<file path="config.mk">
export PLATFORM = sky130hd
export DESIGN_NAME = float_div_sequencer
export DESIGN_NICKNAME = d
export VERILOG_FILES = /design/src/rtl/float_div_sequencer.sv
export SDC_FILE = /design/constraint.sdc
export NUM_CORES = 1
export LEC_CHECK = 0
export BUFFER_PORTS_ARGS = -buffer_cell sky130_fd_sc_hd__buf_2
export CAP_MARGIN = 20
export CELL_PAD_IN_SITES_DETAIL_PLACEMENT = 1
export CELL_PAD_IN_SITES_GLOBAL_PLACEMENT = 1
export CORE_MARGIN = 1
export CORE_UTILIZATION = 44
export CTS_CLUSTER_DIAMETER = 40
export DETAILED_ROUTE_END_ITERATION = 12
export HOLD_SLACK_MARGIN = 0.02
export PLACE_DENSITY = 0.86
export SLEW_MARGIN = 30
export SYNTH_ARGS = -nofsm -noshare
export SYNTH_HDL_FRONTEND = slang
export SYNTH_SLANG_ARGS = --single-unit
</file>
<file path="constraint.sdc">
create_clock -name clk -period 8 [get_ports clk]
set_clock_uncertainty 0.1 [all_clocks]
set_input_delay 1.6 -clock clk [delete_from_list [all_inputs] [get_ports clk]]
set_output_delay 1.6 -clock clk [all_outputs]
set_load 0.02 [all_outputs]
</file>
<file path="src/rtl/float_div_sequencer.sv">
`default_nettype none
// ============================================================================
// Module   : float_div_sequencer
// Purpose  : Floating-point divide sequencer built around an external mantissa
//            divider. Operands are accepted over a valid/ready handshake,
//            unpacked and classified. Special operands (zero, inf, NaN,
//            flushed subnormals) are resolved locally. All other operands are
//            divided by the external divider. The quotient is then
//            normalized, truncated, range-checked and packed. The result is
//            held on a valid/ready output until it is consumed.
// Ports    : clk, rst           - clock, asynchronous active-high reset
//            in_valid/in_ready  - operand handshake (ready only in IDLE)
//            op_a, op_b         - packed dividend / divisor {sign, exp, man}
//            out_valid/out_ready- result handshake
//            result             - packed quotient
//            div_start          - one-cycle start pulse to mantissa divider
//            div_dividend/div_divisor - {1, man} operands to divider
//            div_quotient/div_done    - divider result and done pulse
// Revision : 1.0 - initial release
// ============================================================================
module float_div_sequencer #(
    parameter int EXP_W = 5,
    parameter int MAN_W = 10
) (
    input  logic                   clk,
    input  logic                   rst,
    input  logic                   in_valid,
    output logic                   in_ready,
    input  logic [EXP_W+MAN_W:0]   op_a,
    input  logic [EXP_W+MAN_W:0]   op_b,
    output logic                   out_valid,
    input  logic                   out_ready,
    output logic [EXP_W+MAN_W:0]   result,
    output logic                   div_start,
    output logic [MAN_W:0]         div_dividend,
    output logic [MAN_W:0]         div_divisor,
    input  logic [MAN_W:0]         div_quotient,
    input  logic                   div_done
);

    localparam int W    = 1 + EXP_W + MAN_W;
    localparam int EW   = EXP_W + 2;
    localparam int BIAS = (1 << (EXP_W - 1)) - 1;

    localparam logic [2:0] S_IDLE  = 3'd0;
    localparam logic [2:0] S_CLASS = 3'd1;
    localparam logic [2:0] S_START = 3'd2;
    localparam logic [2:0] S_WAIT  = 3'd3;
    localparam logic [2:0] S_NORM  = 3'd4;
    localparam logic [2:0] S_OUT   = 3'd5;

    logic [2:0]       r_state;
    logic [2:0]       w_next;
    logic [W-1:0]     r_a;
    logic [W-1:0]     r_b;
    logic [MAN_W:0]   r_quot;
    logic [W-1:0]     r_result;
    logic [MAN_W:0]   r_dividend;
    logic [MAN_W:0]   r_divisor;

    // ---------------- operand unpack and classification ----------------
    logic               w_sa, w_sb, w_sign;
    logic [EXP_W-1:0]   w_ea, w_eb;
    logic [MAN_W-1:0]   w_ma, w_mb;
    logic               w_a_zero, w_a_inf, w_a_nan;
    logic               w_b_zero, w_b_inf, w_b_nan;
    logic               w_special;
    logic [W-1:0]       w_special_res;

    assign w_sa   = r_a[W-1];
    assign w_sb   = r_b[W-1];
    assign w_ea   = r_a[W-2:MAN_W];
    assign w_eb   = r_b[W-2:MAN_W];
    assign w_ma   = r_a[MAN_W-1:0];
    assign w_mb   = r_b[MAN_W-1:0];
    assign w_sign = w_sa ^ w_sb;

    // exp==0 is treated as zero regardless of mantissa (subnormal flush)
    assign w_a_zero = (w_ea == '0);
    assign w_b_zero = (w_eb == '0);
    assign w_a_inf  = (w_ea == '1) && (w_ma == '0);
    assign w_b_inf  = (w_eb == '1) && (w_mb == '0);
    assign w_a_nan  = (w_ea == '1) && (w_ma != '0);
    assign w_b_nan  = (w_eb == '1) && (w_mb != '0);

    assign w_special = w_a_zero | w_a_inf | w_a_nan | w_b_zero | w_b_inf | w_b_nan;

    always_comb begin
        w_special_res = {w_sign, {(W-1){1'b0}}};
        if (w_a_nan || w_b_nan || (w_a_zero && w_b_zero) || (w_a_inf && w_b_inf)) begin
            // canonical NaN: positive, quiet bit set
            w_special_res = {1'b0, {EXP_W{1'b1}}, 1'b1, {(MAN_W-1){1'b0}}};
        end else if (w_a_inf || w_b_zero) begin
            w_special_res = {w_sign, {EXP_W{1'b1}}, {MAN_W{1'b0}}};
        end else begin
            w_special_res = {w_sign, {(W-1){1'b0}}};
        end
    end

    // ---------------- normal path: exponent, normalize, range ----------------
    logic signed [EW-1:0] w_e;
    logic signed [EW-1:0] w_exp_n;
    logic [MAN_W-1:0]     w_man_n;
    logic [W-1:0]         w_norm_res;

    // Both exponents are normal here, so the difference plus bias fits EW bits
    assign w_e = $signed({2'b00, w_ea}) - $signed({2'b00, w_eb}) + $signed(EW'(BIAS));

    // Quotient of two [1,2) mantissas lies in (0.5,2): at most one left shift
    assign w_man_n = r_quot[MAN_W] ? r_quot[MAN_W-1:0] : {r_quot[MAN_W-2:0], 1'b0};
    assign w_exp_n = r_quot[MAN_W] ? w_e : (w_e - $signed(EW'(1)));

    always_comb begin
        w_norm_res = {w_sign, w_exp_n[EXP_W-1:0], w_man_n};
        if (w_exp_n >= $signed(EW'((1 << EXP_W) - 1))) begin
            w_norm_res = {w_sign, {EXP_W{1'b1}}, {MAN_W{1'b0}}};
        end else if (w_exp_n <= $signed(EW'(0))) begin
            w_norm_res = {w_sign, {(W-1){1'b0}}};
        end
    end

    // ---------------- FSM: state register ----------------
    always_ff @(posedge clk or posedge rst) begin
        if (rst) begin
            r_state <= S_IDLE;
        end else begin
            r_state <= w_next;
        end
    end

    // ---------------- FSM: next-state logic ----------------
    always_comb begin
        w_next = r_state;
        case (r_state)
            S_IDLE:  if (in_valid)  w_next = S_CLASS;
            S_CLASS: w_next = w_special ? S_OUT : S_START;
            S_START: w_next = S_WAIT;
            S_WAIT:  if (div_done)  w_next = S_NORM;
            S_NORM:  w_next = S_OUT;
            S_OUT:   if (out_ready) w_next = S_IDLE;
            default: w_next = S_IDLE;
        endcase
    end

    // ---------------- FSM: outputs ----------------
    always_comb begin
        in_ready  = 1'b0;
        out_valid = 1'b0;
        div_start = 1'b0;
        case (r_state)
            S_IDLE:  in_ready  = 1'b1;
            S_START: div_start = 1'b1;
            S_OUT:   out_valid = 1'b1;
            default: ;
        endcase
    end

    // ---------------- datapath registers ----------------
    always_ff @(posedge clk or posedge rst) begin
        if (rst) begin
            r_a        <= '0;
            r_b        <= '0;
            r_dividend <= '0;
            r_divisor  <= '0;
            r_quot     <= '0;
            r_result   <= '0;
        end else begin
            // divider operands are loaded with the operands so they are
            // already stable in CLASS and stay put until the next accept
            if (r_state == S_IDLE && in_valid) begin
                r_a        <= op_a;
                r_b        <= op_b;
                r_dividend <= {1'b1, op_a[MAN_W-1:0]};
                r_divisor  <= {1'b1, op_b[MAN_W-1:0]};
            end
            if (r_state == S_WAIT && div_done) begin
                r_quot <= div_quotient;
            end
            if (r_state == S_CLASS && w_special) begin
                r_result <= w_special_res;
            end
            if (r_state == S_NORM) begin
                r_result <= w_norm_res;
            end
        end
    end

    assign result       = r_result;
    assign div_dividend = r_dividend;
    assign div_divisor  = r_divisor;

endmodule
`default_nettype wire
</file>
## Yosys cells after proc, flatten, opt, wreduce, memory -nomap -nowiden

Index checks and enable logic that the tools add are counted.

| cells by class | value |
|---|---|
| add/sub/neg operators | 3 |
| multiply operators | 0 |
| divide/modulo/power cells | 0 |
| order comparisons | 2 |
| eq/ne operators | 10 |
| shift operators | 0 |
| muxes and demuxes | 16 |
| bitwise logic cells | 6 |
| reduce and logical (&&, ||, !) cells | 22 |

Operators by type and width:

| operator | number |
|---|---|
| two-way mux 16 bit | 3 |
| two-way mux 15 bit | 3 |
| logical NOT 10 bit | 2 |
| nonzero test 10 bit | 2 |
| case mux 3 bit (6 select lines) | 1 |
| two-way mux 3 bit | 4 |
| equality test 5 bit (second input constant) | 2 |
| logical NOT 5 bit | 2 |
| two-way mux 10 bit | 1 |
| logical AND 1 bit | 9 |
| adder 6 x 5 -> 7 bit (second input constant) | 1 |
| greater-or-equal comparator 7 x 6 -> 1 bit (second input constant) | 1 |
| less-or-equal comparator 7 x 1 -> 1 bit (second input constant) | 1 |
| two-way mux 7 bit | 1 |
| subtractor 7 x 2 -> 7 bit (second input constant) | 1 |
| equality test 3 x 2 -> 1 bit (second input constant) | 2 |
| equality test 3 bit (second input constant) | 2 |
| != test 2 bit (second input constant) | 3 |
| subtractor 5 x 5 -> 6 bit | 1 |
| bitwise OR 1 bit | 5 |
| logical OR 1 bit | 4 |
| equality test 3 x 1 -> 1 bit (second input constant) | 1 |
| logical NOT 3 bit | 1 |
| two-way mux 1 bit | 3 |
| 3 further kinds | 3 |

| storage, ports and cells | value |
|---|---|
| register bits | 84 |
| latch bits | 0 |
| memory bits (writable) | 0 |
| bits in read-only memories | 0 |
| output and inout bits | 41 |
| logic and storage cells | 66 |
| memories | 0 |

## Logic depth before layout (Yosys ltp)

| logic depth | value |
|---|---|
| depth in word-level cells | 10 |
| gate-level depth with buffers | 14 |
| gate-level depth less buffers | 13 |

## Worst setup path before layout

No wires, ideal clock.

| timing | value |
|---|---|
| kind | reg-to-reg |
| start point | register r_a[10] |
| end point | register r_result[1], in the netlist result[1] |
| setup time | 0.122 ns |
| arrival | 2.825 ns |
| slack | 4.953 ns |
| stages on the path, launching flop included | 13 |
| cells stage by stage | dfrtp_1 > inv_1 > ha_1 > inv_1 > fa_1 > inv_1 > ha_1 > nor4_1 > mux2i_4 > xnor2_1 > o311a_4 > buf_6 > a32o_1 |

| between the ends | value |
|---|---|
| word-level cells in the longest chain between the ends | 9 |
| elaborated cells between the ends (all ways) | 27 |
| those cells by class | add/sub: 3; order compare: 2; eq/ne: 1; mux: 6; bitwise: 5; reduce/logical: 10 |

RTL lines:

| element | RTL line | text |
|---|---|---|
| start, declared | 54 | `logic [W-1:0] r_a;` |
| start signal, assigned | 171 | `r_a <= op_a;` |
| branches (longest 9 deep; another with adder 6 x 5 -> 7 bit) | n/a |  |
| end signal, assigned | 180 | `r_result <= w_special_res;` |
| end signal, assigned | 183 | `r_result <= w_norm_res;` |
| end, declared | 57 | `logic [W-1:0] r_result;` |

Parallel ways; which one is timed is not known. The select of a mux whose other input is x is not followed.
A chain may end at the register's enable or synchronous reset.

## Worst setup path after layout

| timing | value |
|---|---|
| start point | register r_a[10] |
| end point | register r_result[0], in the netlist result[0] |

The elaborated chain is that of the path after synthesis.

==> impl_metrics.yaml <==
worst_setup_path:
  crit_type: "flop to flop"
  crit_path_cell_trace: "inv_1, ha_1, inv_1, fa_1, inv_1, ha_1, or3b_1, o22ai_2, xnor2_1, nand3_1, o21a_1, a32o_1"
  cp_common_cell: "inv_1"
  worst-r2r-setup-slack_ns: 4.69
  crit_family: "adder cells"
  slowest_delay_ns: 0.52
  cpMaxStageDelayCell: "fa_1"
  start_kind: "flop"
  reg2regPathDepth: 12
  cp.arrival_ns: 3.43
  path_depth: 12
  cp.required_ns: 8.12
  critPathCaptureType: "flop"
  cp_max_fo: 10
  worst-path-buf-inv: 3
synth:
  synth_most_common_cell: "dfrtp_1"
  synth.cell_area_mm2: 0.00340
  ys_seq_elements: 63
  ys_types: 54
  synthArstFlopShare: 1.00
  syn_inst: 299
  yosysWarnings: 0
  synth_edf_count: 0
  synthFlopType: "dfrtp_1"
  synth_area_leader_cell: "dfrtp_1"
  syn_area_per_cell_um2: 11.4
  yosys-top-cells-count: "dfrtp_1 (63), mux2_2 (47), nand2_1 (23)"
  syn_nets: 355
  synth_top_area_share: 0.463
  synth_top_cells_by_area: "dfrtp_1 (46%), mux2_2 (16%), buf_4 (4.6%)"
  seq_area_frac_synth: 0.463
routing:
  wirelength_mm: 7.97
  drt_first_iter_violations: 128
  wire_per_inst_um: 17.0
  viasPerCell: 5.29
  first_pass_iters: 4
  vias: 2480
  antenna_left: 0
  drc_errors: 0
placed_design:
  gp_congestion: 0.776
  dp.cells: 454
  place_area_mm2: 0.00376
  place_hpwl_mm: 5.76
  post-place-ws_ns: 4.72
  io_buffers: 88
clocking:
  post_cts_buffers: 0
  path_clk_slew_ns: 0.07
  cts.sinks: 63
  insertion_delay_ns: 0.34
  cts_tree: "yes"
  cts_made_buffers: 9
  clockBufferDepth: 2
  cts_resized: 0
  cts_hold_buf: 0
  cts_htree_levels: 3
  clock_tree.root_cell: "clkbuf_8"
timing:
  drv_slew: 0
  timing.final.crit_period_ns: 3.31
  max-slew-margin-rel: 0.479
  max_clock_freq_ghz: 0.303
  worst_slack_ns: 4.69
  rsz0062_at_grt: "no"
  setup_viol_count_final: 0
  worst_pin_slew_ns: 0.781
  min_period_over_period: 0.413
  hold_viol: 0
  fin_setup_tns_ns: 0
status:
  status: "finished clean"
floorplan:
  die_h_um: 89.9
  start_util: 0.462
  core_area_mm2: 0.00737
  rows: 31
  die_area_mm2: 0.00809
  die_w_um: 89.9
  ioPinCount: 89
power:
  swShare: 0.448
  ir_drop_mv: 0.197
  pwr-share-seq: 0.281
  p_int_uw: 1200
  switchingPower_uw: 978
  power_uw: 2180
  clockPowerShare: 0.138
  leakagePower_uw: 0.00184
  p_per_area_mw_per_mm2: 549
  combPwrFrac: 0.581
grt:
  grt_max_degree: 64
  antenna_found_initial: 0
  grt_pass1_wl_mm: 13.7
  first_global_vias: 2754
  grt_overflow_total: 0
  grtUsageTotal: 0.216
run:
  cap_violations: 0
finish:
  areaGrowthSynthToFinish_pct: 16.7
  antenna_cells: 0
  fin_area_mm2: 0.00397
  drive_gt1_frac: 0.441
  nNetsFinal: 422
  finalNonFillerCells: 469
worst_hold_path:
  hold_path.class: "flop to flop"
  whs_path_depth: 1
-- logic make-up after synthesis --
| kind of cell | synth area share |
|---|---|
| xor+xnor | 0.0379 |
| simple gates | 0.110 |
| flops | 0.463 |
| fa+ha+maj | 0.0316 |
| compound gates | 0.113 |
| buf+inv | 0.0787 |
| mux | 0.165 |
-- metrics by stage --
step / util / hold slack, ns
after floorplan: - / 0.374
after global placement: 0.510 / 0.366
after detailed placement: 0.510 / 0.383
after CTS: 0.539 / 0.402
after global routing: 0.539 / 0.429
final: 0.539 / 0.397
-- final timing paths --
| check | start | endpoint |
|---|---|---|
| setup reg to reg | r_a[10] | result[0] |
| min in group asynchronous | rst | r_state[0] |
| hold / removal | result[3] | result[3] |
| hold reg to reg | result[3] | result[3] |
| setup / recovery | r_a[10] | result[0] |
| max in group asynchronous | rst | result[14] |
-- sequential cells by signal, summed over array words and instances, names as in the netlist --
name	cells
r_a	16
r_b	16
result	16
r_quot	11
r_state	3
div_dividend	1
-- per-layer routing --
| layer | GRT usage | part of all wire | vias to the layer above |
|---|---|---|---|
| met2 | 0.372 | 0.51 | 52 |
| met4 | 0.102 | 0.028 | 0 |
| met5 | 0 | 0 | - |
| met1 | 0.264 | 0.44 | 1225 |
| met3 | 0.0381 | 0.025 | 17 |
| li1 | - | - | 1186 |
-- worst register-to-register path, stage by stage (launching register included) --
cell and delay, ns:
dfrtp_1 0.38, inv_1 0.10, ha_1 0.17, inv_1 0.05, fa_1 0.52, inv_1 0.07, ha_1 0.30, or3b_1 0.39
o22ai_2 0.14, xnor2_1 0.21, nand3_1 0.12, o21a_1 0.31, a32o_1 0.32
-- power by group through the flow --
stage | clock network, uW | registers [uW] | logic [uW]
global placement | 0 | 602 | 1210
floorplan | 0 | 589 | 1060
detailed placement | 0 | 615 | 1260
finish | 301 | 613 | 1270
CTS | 309 | 613 | 1270
global route | 322 | 637 | 1380
-- cell type report --
| type | instances | area [um2] |
|---|---|---|
| fillers | 838 | 3400 |
| flip-flops and latches | 63 | 1580 |
| multi-input cells | 191 | 1560 |
| repair buffers | 91 | 463 |
| clock buffers | 12 | 145 |
| well taps | 99 | 124 |
| clock inverters | 3 | 67.6 |
| inverters | 10 | 37.5 |
-- layout by cell type, fill, tap and decap left out, types with 2 or more instances in the layout --
cell,synthesis,routed
nor3_1,5,5
nand3b_1,3,3
nand4_1,3,3
a31o_2,2,2
nor4_1,5,5
and2_1,3,3
ha_1,7,7
buf_2,4,88
o21ai_1,3,3
o21ai_0,12,12
and3_1,2,2
o211ai_1,2,2
clkbuf_1,6,2
nor2_1,6,6
nand2b_1,3,3
xor2_1,3,3
a32o_1,10,10
dfrtp_1,63,63
nor2b_1,2,2
nand2_1,23,23
buf_4,21,3
nand3_1,8,8
bufinv_16,0,2
a21o_1,2,2
xnor2_1,7,7
mux2_2,47,47
nor3b_1,3,3
clkbuf_8,0,10
a21oi_1,6,6
inv_1,10,9
(Power assumes the default switching activity.)
